File: src/rtl/lcd_arb_pkg.sv
// Shared types and helpers for the LCD character bus arbiter.
// Optional feature macro: LCD_BUSY_WAIT_EN (adds the WAIT state).
package lcd_arb_pkg;

   localparam int CHAR_W = 7;

   typedef enum logic [2:0] {
      IDLE,
      SETUP,
      PULSE,
      HOLD,
      WAIT
   } lcd_state_t;

   // Width that holds the longest phase length without wrapping.
   function automatic int cnt_width(input int s, input int p, input int h);
      int m;
      m = s;
      if (p > m) m = p;
      if (h > m) m = h;
      return $clog2(m + 1);
   endfunction

endpackage

File: src/rtl/lcd_strobe_timer.sv
// Phase counter for the LCD strobe sequence; flags the last cycle of each timed phase.
// Optional feature macro: LCD_BUSY_WAIT_EN (WAIT is untimed, never flags done).
module lcd_strobe_timer
   import lcd_arb_pkg::*;
#(
   parameter int SETUP_CYC = 2,
   parameter int PULSE_CYC = 4,
   parameter int HOLD_CYC  = 2,
   parameter int CNT_W     = 3
) (
   input  logic             clk,
   input  logic             rst,
   input  lcd_state_t       state,
   input  logic             restart,
   output logic [CNT_W-1:0] count,
   output logic             done
);

   logic [CNT_W-1:0] count_reg;

   always_ff @(posedge clk or posedge rst) begin
      if (rst) begin
         count_reg <= '0;
      end else if (restart) begin
         count_reg <= '0;
      end else if (count_reg != '1) begin
         count_reg <= count_reg + 1'b1;
      end
   end

   always_comb begin
      done = 1'b0;
      case (state)
         SETUP:   done = (count_reg == CNT_W'(SETUP_CYC - 1));
         PULSE:   done = (count_reg == CNT_W'(PULSE_CYC - 1));
         HOLD:    done = (count_reg == CNT_W'(HOLD_CYC - 1));
         default: done = 1'b0;
      endcase
   end

   assign count = count_reg;

endmodule

File: src/rtl/lcd_char_arbiter.sv
// Round-robin arbiter for the shared LCD character bus with timed enable strobe.
// Optional feature macro: LCD_BUSY_WAIT_EN (lcd_busy input, WAIT state after HOLD).
module lcd_char_arbiter
   import lcd_arb_pkg::*;
#(
   parameter int SETUP_CYC = 2,
   parameter int PULSE_CYC = 4,
   parameter int HOLD_CYC  = 2
) (
   input  logic              clk,
   input  logic              rst,
   input  logic              req0,
   input  logic [CHAR_W-1:0] data0,
   output logic              ack0,
   input  logic              req1,
   input  logic [CHAR_W-1:0] data1,
   output logic              ack1,
   output logic              mux_sel,
   output logic [CHAR_W-1:0] lcd_data,
   output logic              lcd_en,
`ifdef LCD_BUSY_WAIT_EN
   input  logic              lcd_busy,
`endif
   output logic              busy
);

   localparam int CNT_W = cnt_width(SETUP_CYC, PULSE_CYC, HOLD_CYC);

   lcd_state_t        state_reg, state_next;
   logic              last_grant_reg;
   logic              mux_sel_reg;
   logic [CHAR_W-1:0] lcd_data_reg;
   logic              lcd_en_reg;
   logic              grant, winner, restart, done;
   logic [CNT_W-1:0]  count;
   logic [CHAR_W-1:0] sel_data;

   // 7-bit 2:1 character mux, steered by the arbitration winner.
   for (genvar gi = 0; gi < CHAR_W; gi++) begin : g_char_mux
      assign sel_data[gi] = winner ? data1[gi] : data0[gi];
   end

   lcd_strobe_timer #(
      .SETUP_CYC (SETUP_CYC),
      .PULSE_CYC (PULSE_CYC),
      .HOLD_CYC  (HOLD_CYC),
      .CNT_W     (CNT_W)
   ) u_timer (
      .clk     (clk),
      .rst     (rst),
      .state   (state_reg),
      .restart (restart),
      .count   (count),
      .done    (done)
   );

   always_comb begin
      state_next = state_reg;
      grant      = req0 | req1;
      winner     = (req0 & req1) ? ~last_grant_reg : req1;
      case (state_reg)
         IDLE:  if (grant) state_next = SETUP;
         SETUP: if (done)  state_next = PULSE;
         PULSE: if (done)  state_next = HOLD;
`ifdef LCD_BUSY_WAIT_EN
         HOLD:  if (done)  state_next = WAIT;
         WAIT:  if (!lcd_busy) state_next = IDLE;
`else
         HOLD:  if (done)  state_next = IDLE;
`endif
         default: state_next = IDLE;
      endcase
      restart = (state_next != state_reg);
   end

   always_ff @(posedge clk or posedge rst) begin
      if (rst) begin
         state_reg      <= IDLE;
         last_grant_reg <= 1'b1;
         mux_sel_reg    <= 1'b0;
         lcd_data_reg   <= '0;
         lcd_en_reg     <= 1'b0;
      end else begin
         state_reg  <= state_next;
         lcd_en_reg <= (state_next == PULSE);
         if (state_reg == IDLE && grant) begin
            mux_sel_reg    <= winner;
            lcd_data_reg   <= sel_data;
            last_grant_reg <= winner;
         end
      end
   end

`ifdef LCD_BUSY_WAIT_EN
   // Ack must land in the very cycle lcd_busy is seen low, so it is decoded from WAIT.
   assign ack0 = (state_reg == WAIT) & ~lcd_busy & ~last_grant_reg;
   assign ack1 = (state_reg == WAIT) & ~lcd_busy &  last_grant_reg;
`else
   logic ack0_reg, ack1_reg, hold_last_next;

   // True when the coming cycle is the final HOLD cycle.
   assign hold_last_next = (state_reg == PULSE && done && HOLD_CYC == 1) ||
                           (state_reg == HOLD && int'(count) + 2 == HOLD_CYC);

   always_ff @(posedge clk or posedge rst) begin
      if (rst) begin
         ack0_reg <= 1'b0;
         ack1_reg <= 1'b0;
      end else begin
         ack0_reg <= hold_last_next & ~last_grant_reg;
         ack1_reg <= hold_last_next &  last_grant_reg;
      end
   end

   assign ack0 = ack0_reg;
   assign ack1 = ack1_reg;
`endif

   assign mux_sel  = mux_sel_reg;
   assign lcd_data = lcd_data_reg;
   assign lcd_en   = lcd_en_reg;
   assign busy     = (state_reg != IDLE);

endmodule

File: config.mk
export PLATFORM = sky130hd
export DESIGN_NAME = lcd_char_arbiter
export DESIGN_NICKNAME = d
export VERILOG_FILES = /design/src/rtl/lcd_arb_pkg.sv /design/src/rtl/lcd_strobe_timer.sv /design/src/rtl/lcd_char_arbiter.sv
export SDC_FILE = /design/constraint.sdc
export NUM_CORES = 1
export LEC_CHECK = 0
export ABC_AREA = 1
export BUFFER_PORTS_ARGS = -buffer_cell sky130_fd_sc_hd__buf_2
export CAP_MARGIN = 20
export CORE_AREA = 4 4 54 56
export CTS_CLUSTER_SIZE = 20
export DETAILED_ROUTE_END_ITERATION = 10
export DIE_AREA = 0 0 58 60
export PLACE_DENSITY = 0.65
export SYNTH_ARGS = -nofsm -noshare
export SYNTH_HDL_FRONTEND = slang
export SYNTH_SLANG_ARGS = --single-unit
File: constraint.sdc
create_clock -name clk -period 1.22 [get_ports clk]
set_input_delay 0.061 -clock clk [delete_from_list [all_inputs] [get_ports clk]]
set_output_delay 0.061 -clock clk [all_outputs]
set_load 0.02 [all_outputs]
* Yosys cells after proc, flatten, opt, wreduce, memory -nomap -nowiden
Cells that the tools add are included.
Word-level totals: memory bits (read-only) 0, logic and storage cells 46, latch bits 0, input bits 18, flip-flop bits (word level) 18, memories kept 0, output and inout bits 12, bits in writable memories 0
Operators by class: $lt $le $gt $ge 0, shift-type cells 0, add/sub/neg operators 2, div/mod/pow operators 0, $mul 0, bitwise logic cells 5, mux-type cells 16, eq/ne operators 9, reduce and logical (&&, ||, !) cells 6
Operators by type and width (number):
- $mux 3 | 6
- $eq 3x2->1 const B | 4
- $pmux 3 s4 | 1
- $mux 1 | 8
- $eq 3x1->1 const B | 2
- $add 3x2->4 const B | 1
- $eq 4x2->1 const B | 1
- $add 3x1->3 const B | 1
- $and 1x1->1 | 3
- $logic_not 3->1 | 1
- $ne 3x3->1 | 1
- $ne 3x3->1 const B | 1
- $reduce_bool 3->1 | 1
- $logic_and 1x1->1 | 2
- $pmux 1 s2 | 1
- $reduce_bool 2->1 | 1
- $reduce_or 2->1 | 1
- $not 1->1 | 1
- $or 1x1->1 | 1

* Depth between registers and ports, before layout
Gate-level depths: netlist (run 1).
depth after elaboration 7, mapped depth 9, gate-level depth less buffers 9

* By module
A second synthesis (run 1) with hierarchy kept.
Second synthesis, totals: cells, all modules 113, area total of the unflattened synthesis 997.2 um2
By module, submodules not included:
- lcd_char_arbiter | times used 1, cells each 88, sequential area each 376.6 um2, area each 809.5 um2
- lcd_strobe_timer | times used 1, cells each 25, sequential area each 75.1 um2, area each 187.7 um2

* Worst setup path after synthesis (run 1)
Ideal clock, no wire load.
path kind reg2reg, start point register state_reg[0], end point register lcd_en_reg, in the netlist lcd_en, buffers on the path 0, data required time 1102 ps, arrival 1068 ps, path slack 35 ps, cell stages (with the launch flop) 7, library setup time 118 ps, clock period less this slack 1185 ps, cells stage by stage dfrtp_1 > nor2_4 > nand2_4 > a21oi_4 > a21oi_1 > nand2_2 > nor2_2
Between the ends: cells in the longest elaborated chain, start to end 6, elaborated cells on any way between the ends 12, classes of those cells eq/ne (4); mux (6); reduce/logical (2)
Ends and longest elaborated chain:
- start, declared | line lcd_char_arbiter.sv:29 | lcd_state_t state_reg, state_next;
- start signal, assigned | line lcd_char_arbiter.sv:84 | state_reg <= state_next;
- $eq 3x2->1 or $eq 3x1->1 (tied branches) | line lcd_strobe_timer.sv:33, lcd_char_arbiter.sv:61
- $reduce_or 2->1 (no line)
- $pmux 1 s2 | line lcd_strobe_timer.sv:33 | case (state)
- $mux 3 (on tied branches) | line lcd_char_arbiter.sv:69, lcd_char_arbiter.sv:63, lcd_char_arbiter.sv:64
- $pmux 3 s4 (*) | line lcd_char_arbiter.sv:61 | case (state_reg)
- net state_next[0] | line lcd_char_arbiter.sv:29
- $eq 3x2->1 (*) | line lcd_char_arbiter.sv:85 | lcd_en_reg <= (state_next == PULSE);
- end signal, assigned | line lcd_char_arbiter.sv:85
- end, declared | line lcd_char_arbiter.sv:33 | logic lcd_en_reg;
The timed path passes the listed nets; every way through them passes the cells marked *. A chain may end at the register's enable or synchronous reset.

* Final worst setup path (run 1)
Ends and elaborated chain as after synthesis.

==> results of run 1 <==
per-layer routing:
metal / wire [um] / share of wire / up-vias
li1: - / - / 433
met3: 54 / 0.023 / 6
met1: 1012 / 0.44 / 401
met2: 1190 / 0.51 / 15
met5: 0 / 0 / -
met4: 55 / 0.024 / 0
timing repair:
action                                  in CTS  in global routing
hold buffers                                 1                  0
resized for setup                           13                 14
pin swaps                                    3                  4
buffers inserted                             4                  1
cloned                                       0                  1
hold endpoints to repair                    17                  0
endpoints found under the setup margin      14                 15
layout make-up:
class	instances	area [sq um]	share of cell area
Multi-Input combinational cell	76	523.0	0.3940
Sequential cell	18	452.9	0.3412
Timing Repair Buffer	38	225.2	0.1697
Inverter	14	52.55	0.03959
Tap cell	30	37.54	0.02828
Clock buffer	4	36.28	0.02733
how the worst min path moves through the flow:
stage	startpoint	to	slack (ps)	depth (start not counted)
global route	data1[5]	lcd_data[5]	20	3
detailed placement	rst	lcd_data[0]	90	3
finish	data1[6]	lcd_data[6]	20	3
global placement	rst	lcd_data[0]	90	3
floorplan	rst	ack0	-1	1
CTS	data1[1]	lcd_data[1]	20	3
report_power, final:
part | switching (mW) | leakage, nW | internal [mW] | total [mW]
Combinational | 0.873 | 0.428 | 0.566 | 1.44
Sequential | 0.160 | 0.227 | 0.828 | 0.988
Clock | 0.194 | 0.0210 | 0.182 | 0.376
kinds of logic after synthesis:
logic type,count (synthesis),synth area share
muxes,2,0.02145
adders and majority gates,3,0.04022
buffers and inverters,14,0.05630
and+or+nand+nor,46,0.2346
DFF,18,0.4839
AOI/OAI and AO/OA,22,0.1501
other,1,0.004018
xor gates and xnor gates,1,0.009385
cell usage after synthesis:
master / instances
a21oi_1: 4
a21oi_4: 2
conb_1: 1
dfrtp_1: 17
dfstp_2: 1
ha_1: 3
inv_1: 13
inv_2: 1
mux2i_1: 2
nand2_1: 17
nand2_2: 3
nand2_4: 1
nand3_1: 5
nand3_2: 2
nor2_1: 15
nor2_2: 2
nor2_4: 1
o211ai_2: 1
o21ai_1: 15
xor2_1: 1
worst min-delay path, stage by stage:
cell	delay (ps)
buf_2	80
nor2_1	40
o21ai_1	100
==> metrics.md, run 1 <==
| Metric | Value |
|---|---|
| Worst reg2reg path startpoint | `state_reg[0]` |
| H-tree level count | `1` |
| Core region area | `around 2400 sq um` |
| Share of cells above drive strength 1 | `0.4733` |
| Port Buffers | `29` |
| Die X | `roughly 58 um` |
| Post-Syn Nets | `128` |
| Clock sink total | `18` |
| Yosys cell types | `20` |
| Clock Tree Buf Depth | `2` |
| Most frequent cells in the layout | `28 x buf_2, 16 x dfrtp_1, 15 x o21ai_1, 14 x nand2_1, 12 x nor2_1` |
| Met1 Track Usage GR | `0.1358` |
| Mean Syn Cell Area | `approximately 8.7 sq um` |
| Most common cell after layout, fill and taps aside | `buf_2` |
| Fin. max-slew vios | `0` |
| Yosys top cell area share | `0.4558` |
| Initial antenna violation count | `0` |
| Dpl ws | `-30.69 ps` |
| Total Wirelength | `2313 um` |
| R2R setup slack | `-5 ps` |
| Met3 Use GR | `0.03240` |
| Total power draw | `about 2.8 mW` |
| Clock Pin Slew Worst Setup and Hold Paths | `~110 ps` |
| All-Layer GR Usage | `0.1296` |
| CP top delay family | `simple AND/OR/NAND/NOR gates` |
| DRC viols | `0` |
| Worst setup path startpoint | `state_reg[0]` |
| Core Util, Final | `0.5458` |
| CP Data Arrival Time | `approximately 1400 ps` |
| Chip Height | `60 um` |
| CP Capture Point | `lcd_en` |
| CP Class | `flop to flop` |
| DR iter-0 viols | `21` |
| Worst vdd ir | `between 0.001 and 0.0015 V` |
| P&R area growth vs syn | `42.22%` |
| GPL Wtd Cong | `slightly below 0.8` |
| Non-Filler Instances | `180` |
| Root buffer cell | `clkbuf_4` |
| Final Hold Vio Count | `0` |
| CTS tree | `built` |
| Routed vias/inst | `4.750` |
| Die area | `roughly 3500 sq um` |
| Clk Latency, worst-skew pair | `approximately 300 ps` |
| Design Area, Final | `between 1000 and 1500 sq um` |
| Worst flop-to-flop path endpoint | `lcd_en` |
| Diode count | `0` |
| Lkg Pwr | `~0.68 nW` |
| Final Net Count | `172` |
| Unrepaired setup endpoints after global routing | `yes` |
| Drt first pass iters | `4` |
| Max Clock Skew | `~7.5 ps` |
| Synth Instances | `107` |
| Crit path max fanout | `4` |
| Post-DRT Antenna Nets | `0` |
| CP peak stage delay | `roughly 450 ps` |
| Max reg flops | `7` |
| Largest net degree at the start of global routing | `19` |
| DR WL/cell | `12.85 um` |
| Ranking of synthesized cells by area | `dfrtp_1 46%, o21ai_1 8.0%, nand2_1 6.8%, nor2_1 6.0%, inv_1 5.2%` |
| Sequential area share after synthesis | `0.4839` |
| Yosys warning count | `0` |
| Post-Place Cell Area | `1146 sq um` |
| GR Layer Usage met2 | `0.2339` |
| Via count | `855` |
| Setup WS post-layout | `-5.432 ps` |
| Gr ovfl total | `0` |
| Critical path depth | `9` |
| Critical path's slowest cell | `dfrtp_2` |
| CP startpoint kind | `flop` |
| Cell row count | `18` |
| Failing checks | `negative setup slack` |
| Cell taking the most area after synthesis | `dfrtp_1` |
| Io pins | `30` |
| GR peak layer | `met2` |
| CP endpoint kind | `flop` |
| Hold WS | `~17 ps` |
| Total CTS buffers | `3` |
| CP bufs+invs | `3` |
| Outcome | `complete, but fails checks` |
| Critical Path RT | `between 1000 and 1500 ps` |
| Post-DP HPWL | `about 1600 um` |
| Flops & latches, synth | `18` |
| Dpl cells | `170` |
| Maximum clock frequency | `around 0.8 GHz` |
| Starting Density | `0.3837` |
| Setup violators final | `1` |
| Fillers | `roughly 210` |
| Post-Syn Area | `around 930 sq um` |
| First-pass GRT wire length | `roughly 3400 um` |
| Worst Reg2Reg Path Length in Cells | `9` |
| Crit path time final | `approximately 1200 ps` |
| Vias in the first global route | `between 800 and 900` |
| Fin crit share | `1.004` |
| CP Cell Sequence | `buf_6 > inv_1 > nand2_1 > nor2_2 > nand3_2 > nand2_2 > inv_2 > nand2_2 > nor2_2` |
| Max cap viols | `0` |
| Hold Path Class | `input pin to flop` |
| Power Dens Cells | `around 2100 nW/um^2` |
| TNS Setup | `-5.432 ps` |
No activity file was read; power rests on OpenSTA's default activity.
==> run 2, diff against run 1 <==
--- a/config.mk
+++ b/config.mk
@@ -12,7 +12,7 @@
 export CTS_CLUSTER_SIZE = 20
 export DETAILED_ROUTE_END_ITERATION = 10
 export DIE_AREA = 0 0 58 60
-export PLACE_DENSITY = 0.65
+export PLACE_DENSITY = 0.63
 export SYNTH_ARGS = -nofsm -noshare
 export SYNTH_HDL_FRONTEND = slang
 export SYNTH_SLANG_ARGS = --single-unit
==> constraint.sdc (replaced) <==
create_clock -name clk -period 1.3 [get_ports clk]
set_input_delay 0.065 -clock clk [delete_from_list [all_inputs] [get_ports clk]]
set_output_delay 0.065 -clock clk [all_outputs]
set_load 0.02 [all_outputs]
==> run 2 against run 1 <==
  * The flow now finishes without violations
  * Cell area shrank 9.5%
  * Critical path depth down 6
  * Combinational power is 27% lower
==> metrics.md, run 2 (synthesis gave the netlist of run 1 again) <==
| Metric | Value |
|---|---|
| Outcome | `finished clean` |
| Final Hold Vio Count | `0 (unchanged)` |
| Worst flop-to-flop path endpoint | `lcd_en` |
| Routed vias/inst | `4.833 (+1.8%)` |
| Most frequent cells in the layout | `29 x buf_2, 17 x nand2_1, 15 x o21ai_1, 15 x dfrtp_1, 14 x nor2_1` |
| Die area | `3480 sq um (unchanged)` |
| Hold Path Class | `input pin to flop` |
| Port Buffers | `29 (unchanged)` |
| Core region area | `2432 sq um (unchanged)` |
| Maximum clock frequency | `roughly 0.81 GHz` |
| Min-delay src | `data1[0]` |
| Clock Pin Slew Worst Setup and Hold Paths | `100 ps (about the same)` |
| GPL Wtd Cong | `0.8417 (+7.2%)` |
| Fillers | `245 (+16%)` |
| Post-DRT Antenna Nets | `0 (unchanged)` |
| Final Net Count | `166 (-3.5%)` |
| Worst Hold Path EP | `lcd_data[0]` |
| GR peak layer | `met2` |
| GR Layer Usage met2 | `0.2145 (-0.01935)` |
| First-pass GRT wire length | `3408 um (unchanged)` |
| CP startpoint kind | `flop` |
| Critical path's slowest cell | `dfrtp_2` |
| Fin. max-slew vios | `0 (unchanged)` |
| H-tree level count | `1 (unchanged)` |
| Root buffer cell | `clkbuf_4` |
| CTS tree | `built` |
| DR WL/cell | `11.55 um (-10%)` |
| Lkg Pwr | `0.6270 nW (-7.3%)` |
| CP Class | `flop to output port` |
| Largest net degree at the start of global routing | `19 (unchanged)` |
| Worst vdd ir | `0.001040 V (-6.7%)` |
| Crit path max fanout | `5 (+1)` |
| Unrepaired setup endpoints after global routing | `yes` |
| Crit path time final | `1231 ps` |
| Total Wirelength | `2010 um (-13%)` |
| Post-DP HPWL | `1536 um (-3.2%)` |
| Diode count | `0 (unchanged)` |
| Power Dens Cells | `1944 nW/um^2 (-7.9%)` |
| TNS Setup | `0 ps (+5.432 ps)` |
| Core Util, Final | `0.4938 (-0.05195)` |
| Via count | `841 (-1.6%)` |
| Setup violators final | `0 (-1)` |
| Critical Path RT | `1240 ps (-190 ps)` |
| P&R area growth vs syn | `28.69%` |
| DRC viols | `0 (unchanged)` |
| Hold depth | `3 (unchanged)` |
| Cell row count | `18 (unchanged)` |
| Clock Tree Buf Depth | `2 (unchanged)` |
| Die X | `58 um (unchanged)` |
| Met1 Track Usage GR | `0.1534 (+0.01768)` |
| CP Cell Sequence | `nor2_4 > nand2_4 > buf_2` |
| Share of cells above drive strength 1 | `0.3889 (-0.08444)` |
| Max Clock Skew | `4.788 ps (-2.707 ps)` |
| Met3 Use GR | `0.01944 (-0.01296)` |
| Drt first pass iters | `4 (unchanged)` |
| Worst reg2reg path startpoint | `u_timer.count[1]` |
| Total CTS buffers | `3 (unchanged)` |
| Max reg flops | `7 (unchanged)` |
| Max cap viols | `0 (unchanged)` |
| Clock sink total | `18 (unchanged)` |
| Chip Height | `60 um (unchanged)` |
| Initial antenna violation count | `0 (unchanged)` |
| CP endpoint kind | `output port` |
| Clk Latency, worst-skew pair | `290 ps (about the same)` |
| Gr ovfl total | `0 (unchanged)` |
| DR iter-0 viols | `12 (-43%)` |
| CP Data Arrival Time | `1170 ps (-260 ps)` |
| R2R setup slack | `80 ps (+90 ps)` |
| Io pins | `30 (unchanged)` |
| Hold WS | `22.14 ps (+5.285 ps)` |
| Fin crit share | `0.9470` |
| Most common cell after layout, fill and taps aside | `buf_2` |
| Starting Density | `0.3837 (unchanged)` |
| Vias in the first global route | `819 (-3.0%)` |
| All-Layer GR Usage | `0.1283 (-0.001310)` |
| CP peak stage delay | `460 ps (about the same)` |
| Worst Reg2Reg Path Length in Cells | `8 (-1)` |
==> run 2: changes by cell type in the layout (fill, tap and decap cells not counted), sizes merged <==
cell / delta
buf: -6
==> run 2: power breakdown <==
group | internal (mW) | switching (mW) | leakage, nW
Clock | 0.171 | 0.172 | 0.0210
Combinational | 0.377 | 0.677 | 0.381
Sequential | 0.780 | 0.159 | 0.225
Total | 1.33 | 1.01 | 0.627
==> run 2: final cells by class <==
cell class                 instances  area, sq um  share of cell area
inverter                          14        52.55             0.04375
sequential                        18        454.2              0.3781
timing repair buffer              32        170.2              0.1417
tap                               30        37.54             0.03125
multi-input combinational         76        450.4              0.3750
clock buffer                       4        36.28             0.03021
==> run 2: metrics by stage <==
| step | cells | power [mW] | cell area [sq um] | worst slack, ps |
|---|---|---|---|---|
| 6_report | 174 | 2.335 | 1201 | 68.89 |
| 5_1_grt | 174 | 2.510 | 1201 | -13.31 |
| 4_1_cts | 173 | 2.324 | 1177 | 12.59 |
| 3_5_place_dp | 168 | 1.977 | 1131 | 35.61 |
| 3_3_place_gp | 168 | 1.952 | 1131 | 63.91 |
| 2_1_floorplan | 107 | 1.659 | 933.4 | 114.6 |
==> run 2: worst max path at each step <==
stage                startpoint      to  slack, ps
3_3_place_gp       state_reg[0]  lcd_en         60
3_5_place_dp       state_reg[0]  lcd_en         40
6_report           state_reg[0]    busy         70
4_1_cts            state_reg[0]  lcd_en         10
5_1_grt        u_timer.count[1]  lcd_en        -10
2_1_floorplan      state_reg[0]  lcd_en        110
==> run 2: worst max-delay path, delay by kind of cell (launching register included) <==
kind / cells / cell delay (ps)
buf+inv: 1 / 170
simple gates: 2 / 240
flops: 1 / 460
==> run 2: per-layer routing <==
metal	vias up	share of wire
met3	6	0.041
met4	0	0.028
met1	395	0.43
met2	20	0.50
met5	-	0
li1	420	-
==> run 2: repair_timing <==
item | in CTS | in global routing
endpoints found under the setup margin | 0 | 15
hold buffers | 1 | 0
gates resized for setup | 0 | 7
hold endpoints to repair | 17 | 0
buffers inserted | 0 | 0
==> run 3, diff against run 2 <==
--- a/config.mk
+++ b/config.mk
@@ -12,6 +12,7 @@
 export CTS_CLUSTER_SIZE = 20
 export DETAILED_ROUTE_END_ITERATION = 10
 export DIE_AREA = 0 0 58 60
+export GPL_TIMING_DRIVEN = 0
 export PLACE_DENSITY = 0.63
 export SYNTH_ARGS = -nofsm -noshare
 export SYNTH_HDL_FRONTEND = slang
==> run 3 against run 2 <==
  * Fmax grew 0.36%
  * Register-to-register slack is essentially flat
  * Clock-buffer cell count is the same
  * Critical path type is now flop to flop
  * Largest cell class unchanged
==> metrics.md, run 3 (synthesis gave the netlist of run 1 again) <==
| Metric | Value |
|---|---|
| Outcome | `finished clean` |
| Total Wirelength | `1980 um (-1.5%)` |
| Post-DP HPWL | `1527 um (-0.56%)` |
| Most common cell after layout, fill and taps aside | `buf_2` |
| CP peak stage delay | `460 ps (about the same)` |
| Lkg Pwr | `0.6146 nW (-2.0%)` |
| Port Buffers | `29 (unchanged)` |
| Clk Latency, worst-skew pair | `290 ps (about the same)` |
| Worst vdd ir | `0.0009384 V (-9.7%)` |
| Most frequent cells in the layout | `29 x buf_2, 17 x nand2_1, 15 x o21ai_1, 15 x dfrtp_1, 14 x nor2_1` |
| Routed vias/inst | `4.698 (-2.8%)` |
| Post-DRT Antenna Nets | `0 (unchanged)` |
| Initial antenna violation count | `0 (unchanged)` |
| Crit path time final | `1227 ps (-4.364 ps)` |
| Cell row count | `18 (unchanged)` |
| Slew @ Worst Pin | `659.2 ps` |
| CP Cell Sequence | `ha_1 > ha_1 > xor2_1 > a21oi_1` |
| First-pass GRT wire length | `3436 um (+0.82%)` |
| CP Data Arrival Time | `1450 ps (+280 ps)` |
| Setup violators final | `0 (unchanged)` |
| Vias in the first global route | `808 (-1.3%)` |
| Clock sink total | `18 (unchanged)` |
| Io pins | `30 (unchanged)` |
| Clock Tree Buf Depth | `2 (unchanged)` |
| Largest net degree at the start of global routing | `19 (unchanged)` |
| Starting Density | `0.3837 (unchanged)` |
| Fin crit share | `0.9436 (-0.003357)` |
| R2R setup slack | `70 ps (about the same)` |
| DR iter-0 viols | `15 (+3)` |
| Via count | `808 (-3.9%)` |
| Max cap viols | `0 (unchanged)` |
| Die area | `3480 sq um (unchanged)` |
| Max Clock Skew | `2.432 ps (-2.356 ps)` |
| CP Class | `flop to flop` |
| CP top delay family | `flip-flops` |
| Die X | `58 um (unchanged)` |
| CP startpoint kind | `flop` |
| Worst Reg2Reg Path Length in Cells | `4 (-4)` |
| Power Dens Cells | `1934 nW/um^2 (-0.52%)` |
| Clock Pin Slew Worst Setup and Hold Paths | `100 ps (about the same)` |
| Total setup buffers inserted after CTS | `0 (unchanged)` |
| Fin. max-slew vios | `0 (unchanged)` |
| DR WL/cell | `11.51 um (-0.35%)` |
| Critical Path RT | `1530 ps (+290 ps)` |
| Share of cells above drive strength 1 | `0.3592 (-0.02973)` |
| Worst reg2reg path startpoint | `u_timer.count[1]` |
| Worst Hold Path EP | `lcd_data[3]` |
| Max reg flops | `7 (unchanged)` |
| DRC viols | `0 (unchanged)` |
| Fillers | `246 (+0.41%)` |
| Min-delay src | `data1[3]` |
| Worst flop-to-flop path endpoint | `u_timer.count[0]` |
| Total CTS buffers | `3 (unchanged)` |
| Critical path's slowest cell | `dfrtp_2` |
| P&R area growth vs syn | `25.74%` |
| Normalized max-slew margin | `0.5600` |
| GPL Wtd Cong | `0.8038 (-4.5%)` |
| Drt first pass iters | `4 (unchanged)` |
| CP bufs+invs | `0 (-1)` |
| Unrepaired setup endpoints after global routing | `yes` |
| Chip Height | `60 um (unchanged)` |
| Gr ovfl total | `0 (unchanged)` |
| Maximum clock frequency | `0.8152 GHz (+0.36%)` |
| Diode count | `0 (unchanged)` |
| Hold depth | `3 (unchanged)` |
| CTS tree | `built` |
| Final Net Count | `164 (-1.2%)` |
| All-Layer GR Usage | `0.1259 (-0.002340)` |
| Total power draw | `2.270 mW (-2.8%)` |
| Worst path most repeated cell | `ha_1` |
| H-tree level count | `1 (unchanged)` |
| TNS Setup | `0 ps (unchanged)` |
| Final Hold Vio Count | `0 (unchanged)` |
| Hold Path Class | `input pin to flop` |
| Root buffer cell | `clkbuf_4` |
| CP endpoint kind | `flop` |
| Core region area | `2432 sq um (unchanged)` |
| Crit path max fanout | `6 (+1)` |
==> run 3: cell types whose count changed in the layout (fill, tap and decap cells not counted), sizes merged <==
cell	before	now
buf	31	29
==> run 3: worst max-delay path by stage <==
stage / from / to / slack, ps / cells after the start
final: u_timer.count[1] / u_timer.count[0] / 70 / 4
after global routing: u_timer.count[1] / lcd_en / -5 / 8
after CTS: state_reg[0] / busy / 20 / 3
after detailed placement: state_reg[0] / lcd_en / 10 / 6
after global placement: state_reg[0] / lcd_en / 30 / 6
after floorplan: state_reg[0] / lcd_en / 110 / 6
==> run 3: metrics by stage <==
step                      worst slack (ps)    util  area (sq um)  hold WS [ps]  cells
final                                73.26  0.4825          1174         26.92    172
after global routing                -4.874  0.4825          1174         25.07    172
after CTS                            24.76  0.4774          1161         18.15    172
after detailed placement             14.54  0.4588          1116         216.7    166
after global placement               28.21  0.4588          1116         195.1    166
after floorplan                      114.6       -         933.4         2.841    107
==> run 3: worst reg2reg max path: cells and delay by family (launching register included) <==
kind,cells,cell delay [ps]
compound gates,1,110
flops,1,460
fa+ha+maj,2,430
xor+xnor,1,160
==> run 3: final cells by class <==
cell class / instances / area [sq um] / share of cell area
Tap cell: 30 / 37.54 / 0.03198
Timing Repair Buffer: 30 / 155.1 / 0.1322
Sequential cell: 18 / 454.2 / 0.3870
Inverter: 14 / 52.55 / 0.04478
Multi-Input combinational cell: 76 / 447.9 / 0.3817
Clock buffer: 4 / 26.28 / 0.02239
==> run 3: what timing repair did <==
item | in CTS | in global routing
hold buffers | 1 | 0
hold endpoints to repair | 17 | 0
setup endpoints to repair | 2 | 11
cloned | 1 | 0
gates resized for setup | 0 | 5
pin swaps | 0 | 1
==> run 3: where the power goes <==
part	internal [mW]	switching, mW	total [mW]	leakage (nW)
clock	0.119	0.168	0.287	0.0150
sequential	0.780	0.161	0.941	0.225
combinational	0.372	0.670	1.04	0.374
==> run 3: per-layer routing <==
layer	up-vias	GRT usage	wire length, um
li1	415	-	-
met1	376	0.1519	869
met2	15	0.2274	1022
met3	2	0.03240	80
met4	0	0.02318	7
met5	-	0	0
